`config.mk`:
```
export PLATFORM = sky130hd
export DESIGN_NAME = axi_latency_pmu
export DESIGN_NICKNAME = d
export VERILOG_FILES = /design/src/rtl/axi_latency_pmu.sv
export SDC_FILE = /design/constraint.sdc
export NUM_CORES = 2
export LEC_CHECK = 0
export ABC_CLOCK_PERIOD_IN_PS = 13750
export CAP_MARGIN = 20
export CORE_MARGIN = 2
export CORE_UTILIZATION = 65
export CTS_BUF_LIST = sky130_fd_sc_hd__clkbuf_8
export DETAILED_ROUTE_END_ITERATION = 8
export GPL_TIMING_DRIVEN = 0
export MAX_ROUTING_LAYER = met4
export PLACE_DENSITY = 0.82
export SLEW_MARGIN = 10
export SYNTH_ARGS = -nofsm -noshare
export SYNTH_HDL_FRONTEND = slang
export SYNTH_SLANG_ARGS = --single-unit
```
`constraint.sdc`:
```
create_clock -name aclk -period 13.75 [get_ports aclk]
set_clock_uncertainty 0.1 [all_clocks]
set_input_delay 1.375 -clock aclk [delete_from_list [all_inputs] [get_ports aclk]]
set_output_delay 1.375 -clock aclk [all_outputs]
set_load 0.01 [all_outputs]
```
`src/rtl/axi_latency_pmu.sv`:
```
// Passive AXI latency monitor. Never drives the bus. Shadow readout on data_o is valid
// one cycle after snapshot_i. The monitor applies no backpressure to the monitored link.
module axi_latency_pmu_dir #(
  parameter int CNT_WIDTH = 48,
  parameter int TS_WIDTH  = 16,
  parameter int DEPTH     = 8
) (
  input  logic                   aclk,
  input  logic                   aresetn,
  input  logic [TS_WIDTH-1:0]    ts_i,
  input  logic                   push_i,
  input  logic                   pop_i,
  input  logic                   enable_i,
  input  logic                   clear_i,
  output logic [CNT_WIDTH-1:0]   count_o,
  output logic [CNT_WIDTH-1:0]   sum_o,
  output logic [TS_WIDTH-1:0]    min_o,
  output logic [TS_WIDTH-1:0]    max_o,
  output logic [CNT_WIDTH-1:0]   orphan_o,
  output logic [$clog2(DEPTH):0] occ_o,
  output logic                   ovf_o
);
  localparam int AW = $clog2(DEPTH);
  localparam logic [AW:0] FULL_OCC = DEPTH[AW:0];

  logic [TS_WIDTH-1:0]  mem_q [DEPTH];
  logic [AW-1:0]        wptr_q, wptr_d, rptr_q, rptr_d;
  logic [AW:0]          occ_q, occ_d;
  logic                 ovf_q, ovf_d;
  logic [CNT_WIDTH-1:0] count_q, count_d, sum_q, sum_d, orphan_q, orphan_d;
  logic [TS_WIDTH-1:0]  min_q, min_d, max_q, max_d;
  logic                 empty, full, pop_hit, push_ok;
  logic [TS_WIDTH-1:0]  lat;
  logic [CNT_WIDTH:0]   sum_ext;

  // A pop against a full FIFO frees the slot the same-cycle push needs.
  assign empty   = (occ_q == '0);
  assign full    = (occ_q == FULL_OCC);
  assign pop_hit = pop_i && !empty;
  assign push_ok = push_i && (!full || pop_hit);
  assign lat     = ts_i - mem_q[rptr_q];
  assign sum_ext = {1'b0, sum_q} + {{(CNT_WIDTH + 1 - TS_WIDTH){1'b0}}, lat};

  always_comb begin
    wptr_d = wptr_q;
    rptr_d = rptr_q;
    occ_d  = occ_q;
    ovf_d  = ovf_q | (push_i && full && !pop_hit);
    if (push_ok) wptr_d = wptr_q + AW'(1);
    if (pop_hit) rptr_d = rptr_q + AW'(1);
    if (push_ok && !pop_hit) occ_d = occ_q + (AW + 1)'(1);
    else if (!push_ok && pop_hit) occ_d = occ_q - (AW + 1)'(1);
  end

  always_comb begin
    count_d  = count_q;
    sum_d    = sum_q;
    min_d    = min_q;
    max_d    = max_q;
    orphan_d = orphan_q;
    if (clear_i) begin
      count_d  = '0;
      sum_d    = '0;
      min_d    = '1;
      max_d    = '0;
      orphan_d = '0;
    end else if (enable_i && pop_hit) begin
      if (count_q != '1) count_d = count_q + CNT_WIDTH'(1);
      sum_d = sum_ext[CNT_WIDTH] ? '1 : sum_ext[CNT_WIDTH-1:0];
      if (lat < min_q) min_d = lat;
      if (lat > max_q) max_d = lat;
    end else if (enable_i && pop_i && (orphan_q != '1)) begin
      orphan_d = orphan_q + CNT_WIDTH'(1);
    end
  end

  always_ff @(posedge aclk or negedge aresetn) begin
    if (!aresetn) begin
      wptr_q   <= '0;
      rptr_q   <= '0;
      occ_q    <= '0;
      ovf_q    <= 1'b0;
      count_q  <= '0;
      sum_q    <= '0;
      min_q    <= '1;
      max_q    <= '0;
      orphan_q <= '0;
    end else begin
      wptr_q   <= wptr_d;
      rptr_q   <= rptr_d;
      occ_q    <= occ_d;
      ovf_q    <= ovf_d;
      count_q  <= count_d;
      sum_q    <= sum_d;
      min_q    <= min_d;
      max_q    <= max_d;
      orphan_q <= orphan_d;
    end
  end

  always_ff @(posedge aclk) begin
    if (push_ok) mem_q[wptr_q] <= ts_i;
  end

  assign count_o  = count_q;
  assign sum_o    = sum_q;
  assign min_o    = min_q;
  assign max_o    = max_q;
  assign orphan_o = orphan_q;
  assign occ_o    = occ_q;
  assign ovf_o    = ovf_q;
endmodule

module axi_latency_pmu #(
  parameter int CNT_WIDTH = 48,
  parameter int TS_WIDTH  = 16,
  parameter int RD_DEPTH  = 8,
  parameter int WR_DEPTH  = 8
) (
  input  logic        aclk,
  input  logic        aresetn,
  // {BREADY, AWVALID, RREADY, ARVALID}
  input  logic [3:0]  mon_axi_mosi,
  // {BVALID, AWREADY, RLAST, RVALID, ARREADY}
  input  logic [4:0]  mon_axi_miso,
  input  logic        enable_i,
  input  logic        clear_i,
  input  logic        snapshot_i,
  input  logic [4:0]  addr_i,
  output logic [63:0] data_o
);
  localparam int RD_OW = $clog2(RD_DEPTH) + 1;
  localparam int WR_OW = $clog2(WR_DEPTH) + 1;

  logic [TS_WIDTH-1:0]  ts_q;
  logic [63:0]          cycle_q, cycle_s_q;
  logic                 rd_push, rd_pop, wr_push, wr_pop;
  logic [CNT_WIDTH-1:0] rd_count, rd_sum, rd_orphan, wr_count, wr_sum, wr_orphan;
  logic [TS_WIDTH-1:0]  rd_min, rd_max, wr_min, wr_max;
  logic [RD_OW-1:0]     rd_occ;
  logic [WR_OW-1:0]     wr_occ;
  logic                 rd_ovf, wr_ovf;

  logic [CNT_WIDTH-1:0] rd_count_s_q, rd_sum_s_q, rd_orphan_s_q;
  logic [CNT_WIDTH-1:0] wr_count_s_q, wr_sum_s_q, wr_orphan_s_q;
  logic [TS_WIDTH-1:0]  rd_min_s_q, rd_max_s_q, wr_min_s_q, wr_max_s_q;
  logic [RD_OW-1:0]     rd_occ_s_q;
  logic [WR_OW-1:0]     wr_occ_s_q;
  logic                 rd_ovf_s_q, wr_ovf_s_q;

  assign rd_push = mon_axi_mosi[0] && mon_axi_miso[0];
  assign rd_pop  = mon_axi_miso[1] && mon_axi_mosi[1] && mon_axi_miso[2];
  assign wr_push = mon_axi_mosi[2] && mon_axi_miso[3];
  assign wr_pop  = mon_axi_miso[4] && mon_axi_mosi[3];

  axi_latency_pmu_dir #(.CNT_WIDTH(CNT_WIDTH), .TS_WIDTH(TS_WIDTH), .DEPTH(RD_DEPTH)) u_rd (
    .aclk(aclk), .aresetn(aresetn), .ts_i(ts_q), .push_i(rd_push), .pop_i(rd_pop),
    .enable_i(enable_i), .clear_i(clear_i), .count_o(rd_count), .sum_o(rd_sum),
    .min_o(rd_min), .max_o(rd_max), .orphan_o(rd_orphan), .occ_o(rd_occ), .ovf_o(rd_ovf)
  );

  axi_latency_pmu_dir #(.CNT_WIDTH(CNT_WIDTH), .TS_WIDTH(TS_WIDTH), .DEPTH(WR_DEPTH)) u_wr (
    .aclk(aclk), .aresetn(aresetn), .ts_i(ts_q), .push_i(wr_push), .pop_i(wr_pop),
    .enable_i(enable_i), .clear_i(clear_i), .count_o(wr_count), .sum_o(wr_sum),
    .min_o(wr_min), .max_o(wr_max), .orphan_o(wr_orphan), .occ_o(wr_occ), .ovf_o(wr_ovf)
  );

  // Shadow bank samples the live registers before this edge's update, so a
  // snapshot coinciding with clear_i captures the pre-clear values.
  always_ff @(posedge aclk or negedge aresetn) begin
    if (!aresetn) begin
      ts_q          <= '0;
      cycle_q       <= '0;
      cycle_s_q     <= '0;
      rd_count_s_q  <= '0;
      rd_sum_s_q    <= '0;
      rd_min_s_q    <= '1;
      rd_max_s_q    <= '0;
      rd_orphan_s_q <= '0;
      rd_occ_s_q    <= '0;
      rd_ovf_s_q    <= 1'b0;
      wr_count_s_q  <= '0;
      wr_sum_s_q    <= '0;
      wr_min_s_q    <= '1;
      wr_max_s_q    <= '0;
      wr_orphan_s_q <= '0;
      wr_occ_s_q    <= '0;
      wr_ovf_s_q    <= 1'b0;
    end else begin
      ts_q    <= ts_q + TS_WIDTH'(1);
      cycle_q <= cycle_q + 64'd1;
      if (snapshot_i) begin
        cycle_s_q     <= cycle_q;
        rd_count_s_q  <= rd_count;
        rd_sum_s_q    <= rd_sum;
        rd_min_s_q    <= rd_min;
        rd_max_s_q    <= rd_max;
        rd_orphan_s_q <= rd_orphan;
        rd_occ_s_q    <= rd_occ;
        rd_ovf_s_q    <= rd_ovf;
        wr_count_s_q  <= wr_count;
        wr_sum_s_q    <= wr_sum;
        wr_min_s_q    <= wr_min;
        wr_max_s_q    <= wr_max;
        wr_orphan_s_q <= wr_orphan;
        wr_occ_s_q    <= wr_occ;
        wr_ovf_s_q    <= wr_ovf;
      end
    end
  end

  always_comb begin
    data_o = '0;
    case (addr_i)
      5'd0:    data_o = 64'(rd_count_s_q);
      5'd1:    data_o = 64'(rd_sum_s_q);
      5'd2:    data_o = 64'(rd_min_s_q);
      5'd3:    data_o = 64'(rd_max_s_q);
      5'd4:    data_o = 64'(rd_orphan_s_q);
      5'd5:    data_o = 64'(rd_occ_s_q);
      5'd6:    data_o = 64'(wr_count_s_q);
      5'd7:    data_o = 64'(wr_sum_s_q);
      5'd8:    data_o = 64'(wr_min_s_q);
      5'd9:    data_o = 64'(wr_max_s_q);
      5'd10:   data_o = 64'(wr_orphan_s_q);
      5'd11:   data_o = 64'(wr_occ_s_q);
      5'd12:   data_o = {62'b0, wr_ovf_s_q, rd_ovf_s_q};
      5'd13:   data_o = cycle_s_q;
      default: data_o = '0;
    endcase
  end
endmodule

```
# Word-level counts from Yosys, hierarchy flattened
# Memory sizes are Yosys's and may differ from the RTL's.
# Cells that the tools add are included.
# op_classes
muxes,39
n_bitwise,2
shift,0
magnitude_cmp,4
n_mul,0
addsub,18
n_eq_ne,21
div,0
reduce_logical,56
# ops
operator,count
case mux 64 bit (14 select lines),1
2-to-1 mux 48 bit,18
adder 48 x 1 -> 48 bit (second input constant),4
2-to-1 mux 16 bit,12
inequality test 48 bit (second input constant),4
adder 48 x 16 -> 49 bit,2
adder 64 x 1 -> 64 bit (second input constant),1
greater-than comparator 16 bit,2
< comparator 16 bit,2
subtractor 16 bit,2
equality test 5 x 4 -> 1 bit (second input constant),6
nonzero test 2 bit,12
logical AND 1 bit,23
equality test 5 x 3 -> 1 bit (second input constant),4
adder 16 x 1 -> 16 bit (second input constant),1
2-to-1 mux 4 bit,4
AND reduction 2 bit,8
adder 3 x 1 -> 3 bit (second input constant),4
equality test 5 x 2 -> 1 bit (second input constant),2
adder 4 x 1 -> 4 bit (second input constant),2
equality test 4 bit (second input constant),2
logical NOT 1 bit,8
logical NOT 4 bit,2
subtractor 4 x 1 -> 4 bit (second input constant),2
other kinds (6),12
# word_totals
mem_bits_rw,256
word_cells,177
mem_bits_ro,0
mem_count,2
input_bits,19
latch_bits,0
regBits,880
output_inout_bits,64
# mem_list
memory,words,word_bits,rd,rd_ports_with_merged_regs,write_ports,line_no,source
u_rd.mem_q,8,16,1,0,1,26,logic [TS_WIDTH-1:0] mem_q [DEPTH];
u_wr.mem_q,8,16,1,0,1,26,

# Logic depth before layout (Yosys ltp)
# logic_depth
depth_word,9
mapped_depth,24

# By module
# A second synthesis with hierarchy kept.
# unflattened
cells_unflattened,4492
area_unflattened_um2,54370.9
# modules_own_cells
module,seq_area_each_um2,area_each_um2,cells_per_inst,n_inst
axi_latency_pmu,12702.2,21643.3,1565,1
axi_latency_pmu_dir (u_rd),8543.2,16617.2,1485,1
axi_latency_pmu_dir (u_wr),8543.2,16110.5,1442,1

# Worst setup path before layout
# OpenSTA, ideal clock, no wires.
# synth_path
kind,register -> register
from,reg u_wr.rptr_q[0]
to,"reg u_wr.sum_q[45], in the netlist u_wr.sum_o[45]"
t_arrival_ns,5.653
required_ns,13.551
setup_slack_ns,7.897
setup_ns,0.099
path_stages_with_launch,21
n_path_buf,2
synth_period_minus_slack_ns,5.853
cell_sequence,dfrtp_1 > clkbuf_1 > buf_1 > mux4_2 > mux2i_1 > ha_1 > nor2b_1 > o31ai_1 > a211oi_1 > o21ai_0 > a211oi_1 > xor2_1 > ha_1 > nand2_1 > o21ai_0 > o21ba_2 > a21oi_1 > a221oi_2 > nor4_1 > a41oi_1 > a311oi_1
# synth_via
elab_chain_cells,6
# synth_rtl
item,line_no,source
start: declaration,27,"logic [AW-1:0] wptr_q, wptr_d, rptr_q, rptr_d;"
start signal: assignment,90,rptr_q <= rptr_d;
memory read (8 x 16 bit),n/a,
subtractor 16 bit,41,assign lat = ts_i - mem_q[rptr_q];
adder 48 x 16 -> 49 bit,42,"assign sum_ext = {1'b0, sum_q} + {{(CNT_WIDTH + 1 - TS_WIDTH){1'b0}}, lat};"
2-to-1 mux 48 bit,69,sum_d = sum_ext[CNT_WIDTH] ? '1 : sum_ext[CNT_WIDTH-1:0];
2-to-1 mux 48 bit,67,end else if (enable_i && pop_hit) begin
2-to-1 mux 48 bit,61,if (clear_i) begin
end signal: assignment,94,sum_q <= sum_d;
end: declaration,30,"logic [CNT_WIDTH-1:0] count_q, count_d, sum_q, sum_d, orphan_q, orphan_d;"
# Every way passes these cells. The select of a mux whose other input is x is not followed.
# A chain may end at the register's enable or synchronous reset.

# Worst setup path in the final report
# layout_path
from,reg u_wr.rptr_q[0]
to,"reg u_wr.sum_q[43], in the netlist u_wr.sum_o[43]"
# Same word-level chain as after synthesis.

==> impl_metrics.py <==
metrics = {
    "sta": {
        "fmaxAchievable_mhz": 123,
        "maxSlewViolCount": 0,
        "setup_viol": 0,
        "worst_slew_pin_slew_ns": 1.22,
        "maxSlewHeadroom": 0.189,
        "worst_slack_ns": 5.59,
        "hold_slack_ns": 0.361,
        "rsz0062_at_grt": "false",
        "hold_viol": 0,
        "tns_ns": 0,
        "period_share": 0.593,
        "fin_crit_ns": 8.16,
    },
    "power_and_ir_drop": {
        "combPwrFrac": 0.287,
        "cellLeakagePower_nw": 26.3,
        "p_seq_frac": 0.401,
        "p_int_w": 0.00635,
        "swShare": 0.337,
        "p_sw_w": 0.00323,
        "vdd_drop_max_mv": 0.142,
        "powerDensity_nw_per_um2": 160,
        "pwr-share-clk": 0.312,
    },
    "grt": {
        "grt_pass1_vias": 38300,
        "grt_pass1_wl_um": 237000,
        "overflow": 0,
        "grt_max_degree": 114,
        "track_usage": 0.386,
        "antenna_found_initial": 5,
    },
    "yosys": {
        "synthFlopType": "dfrtp_1",
        "avgSynthCellArea_sq_um": 12.2,
        "yosysMostFrequentCell": "dfrtp_1",
        "synth.distinct_cells": 78,
        "synthTopCellsByCount": "816 x dfrtp_1, 434 x mux2_2, 385 x nor2_1",
        "synth.top_cell.area_share": 0.382,
        "synth-async-reset-ratio": 0.775,
        "ys_ff_latch": 1136,
        "synthAdderAreaFrac": 0.0355,
        "synth_xor_xnor_area_share": 0.0513,
        "synth-simple-area-share": 0.116,
        "ys_seq_area_frac": 0.558,
        "yosysWarnings": 0,
        "synth_top_area_cell": "dfrtp_1",
        "synth-edff-count": 256,
        "synth_top_family_by_area": "multiplexers",
        "syn_nets": 4536,
        "yosys-top-cells-area": "dfrtp_1 38%, edfxtp_1 14%, mux2_2 9.2%",
        "syn_inst": 4369,
        "syn_area_sq_um": 53400,
        "muxShareOfSynthArea": 0.134,
        "synth_compound_area_frac": 0.0826,
    },
    "routing": {
        "drtIter0Drc": 4549,
        "wirelength_um": 157000,
        "detail-route-antenna-nets": 0,
        "wl_per_cell_um": 26.7,
        "dr.pass1.iters": 8,
        "drc_errors": 0,
        "vias": 39100,
        "routed_via_density": 6.64,
    },
    "critical_path": {
        "crit_required_ns": 14.41,
        "r2r-start": "u_wr.rptr_q[0]",
        "ff2ff_path_depth": 19,
        "endpoint_kind": "flop",
        "critPathKind": "reg -> reg",
        "setup.worst_path.start_class": "flop",
        "critical_path.max_fanout": 10,
        "worstPathArrival_ns": 8.82,
        "startpoint": "u_wr.rptr_q[0]",
    },
    "final_layout": {
        "areaGrowthSynthToFinish_pct": 12.0,
        "fin_nets": 4826,
        "final_area_sq_um": 59800,
        "drive_gt1_frac": 0.187,
        "finish.utilization": 0.732,
    },
    "clocking": {
        "clk_pin_slew_ns": 0.07,
        "clock-root-buffer": "clkbuf_8",
        "hold_buffers": 0,
        "cts_tree": "done",
        "cts_buffers": 182,
        "post-cts-setup-buffers": 0,
        "clock-sinks": 1136,
        "clk_latency_ns": 0.87,
        "htreeDepth": 4,
        "cts_resized": 0,
        "cts.path.max_buffers": 3,
    },
    "placed_design": {
        "portBuffers": 80,
        "gp_congestion": 1.03,
        "pre_cts_slack_ns": 5.79,
        "hpwl_um": 115000,
        "dpl-instance-area_sq_um": 56000,
    },
    "min_path": {
        "min_path_type": "reg -> reg",
        "hold-path-cell-count": 1,
        "min_from": "cycle_q[63]",
    },
    "floorplanning": {
        "die_area_sq_um": 84400,
        "die_x_um": 291,
        "rows": 105,
        "die_h_um": 291,
        "core_area_sq_um": 81700,
        "start_util": 0.653,
        "ioPinCount": 83,
    },
    "run_status": {
        "status": "complete, no violations",
    },
    "job": {
        "maxCapViolCount": 0,
    },
}
==> worst max-delay path, cell delays in order (launching register included) <==
cell and delay, ns:
dfrtp_1 0.36, clkbuf_1 0.40, buf_1 0.74, mux4_2 0.62
mux2i_1 0.37, ha_1 0.31, nor2b_1 0.14, o31ai_1 0.37
a21oi_1 0.17, a41oi_1 0.31, a21boi_0 0.87, ha_1 0.37
a21oi_1 0.10, o21ai_0 0.34, a21oi_1 0.14, a31oi_1 0.75
nand2_1 0.44, nand2_1 0.53, nor3_1 0.26, a311oi_1 0.33
==> layout by cell type, fill, tap and decap left out, types with 22 or more instances in the layout <==
cell type	count
clkdlybuf4s50_1	79
inv_1	163
and4_1	37
nor2_1	375
or3_1	36
a22o_1	30
a31oi_1	28
ha_1	142
and3_1	76
and2_1	45
mux2i_1	85
a221oi_1	30
nand3_1	206
a21oi_1	122
a222oi_1	45
a21o_1	22
nor4_1	27
buf_1	25
a311oi_1	24
clkinv_1	22
mux4_2	64
edfxtp_1	256
dfstp_2	64
mux2_2	434
o21ai_0	69
nand4_1	88
xor2_1	162
clkbuf_8	225
a22oi_1	76
a211oi_1	35
nor3_1	84
dfrtp_1	816
o211ai_1	22
nand2_1	229
xnor2_1	151
clkbuf_1	159
==> final timing paths <==
check | endpoint | slack (ns)
max | u_wr.sum_o[43] | 5.59
min | cycle_q[63] | 0.36
max reg2reg | u_wr.sum_o[43] | 5.59
min reg2reg | cycle_q[63] | 0.36
max in group asynchronous | u_wr.min_o[15] | 11.26
min in group asynchronous | rd_count_s_q[31] | 0.38
==> per-stage QoR <==
| step | instances | power, W |
|---|---|---|
| after CTS | 5880 | 0.00956 |
| after global routing | 5887 | 0.0100 |
| final | 5888 | 0.00958 |
| after floorplan | 4369 | 0.00577 |
| after detailed placement | 5542 | 0.00658 |
| after global placement | 5519 | 0.00647 |
==> power by group through the flow <==
stage	Sequential, W	Combinational [W]	Clock, W
floorplan	0.00380	0.00197	0
global placement	0.00390	0.00257	0
detailed placement	0.00389	0.00268	0
CTS	0.00383	0.00271	0.00301
global route	0.00385	0.00302	0.00316
finish	0.00384	0.00275	0.00299
==> cell families after synthesis <==
| family | after synthesis |
|---|---|
| AO/OA/AOI/OAI | 612 |
| XOR/XNOR | 313 |
| adder cells (fa/ha/maj) | 148 |
| buffers and inverters | 302 |
| flip-flops | 1136 |
| multiplexers | 583 |
| AND/OR/NAND/NOR | 1275 |
==> layer usage <==
layer,vias up,share of wire,global-route usage
li1,16800,-,-
met1,19600,0.38,0.482
met2,2102,0.45,0.567
met3,597,0.090,0.0818
met4,0,0.083,0.270
met5,-,0,-
==> flip-flops by register name, summed over array words and instances, names as in the netlist, 48 cells and up <==
name and count:
cycle_q 64, cycle_s_q 64, rd_count_s_q 48, rd_orphan_s_q 48, rd_sum_s_q 48, u_rd.count_o 48, u_rd.mem_q 128, u_rd.orphan_o 48
u_rd.sum_o 48, u_wr.count_o 48, u_wr.mem_q 128, u_wr.orphan_o 48, u_wr.sum_o 48, wr_count_s_q 48, wr_orphan_s_q 48, wr_sum_s_q 48
==> area by class of cell <==
class,count,area [sq um]
diodes,5,12.5
flip-flops and latches,1136,29800
clock inverters,113,683
fillers,5470,21900
clock buffers,225,3100
repair buffers,106,1190
multi-input cells,2931,22500
inverters,109,409
well taps,1070,1340
plain buffers,193,754
Note: power is estimated with default switching activity, not from simulation.
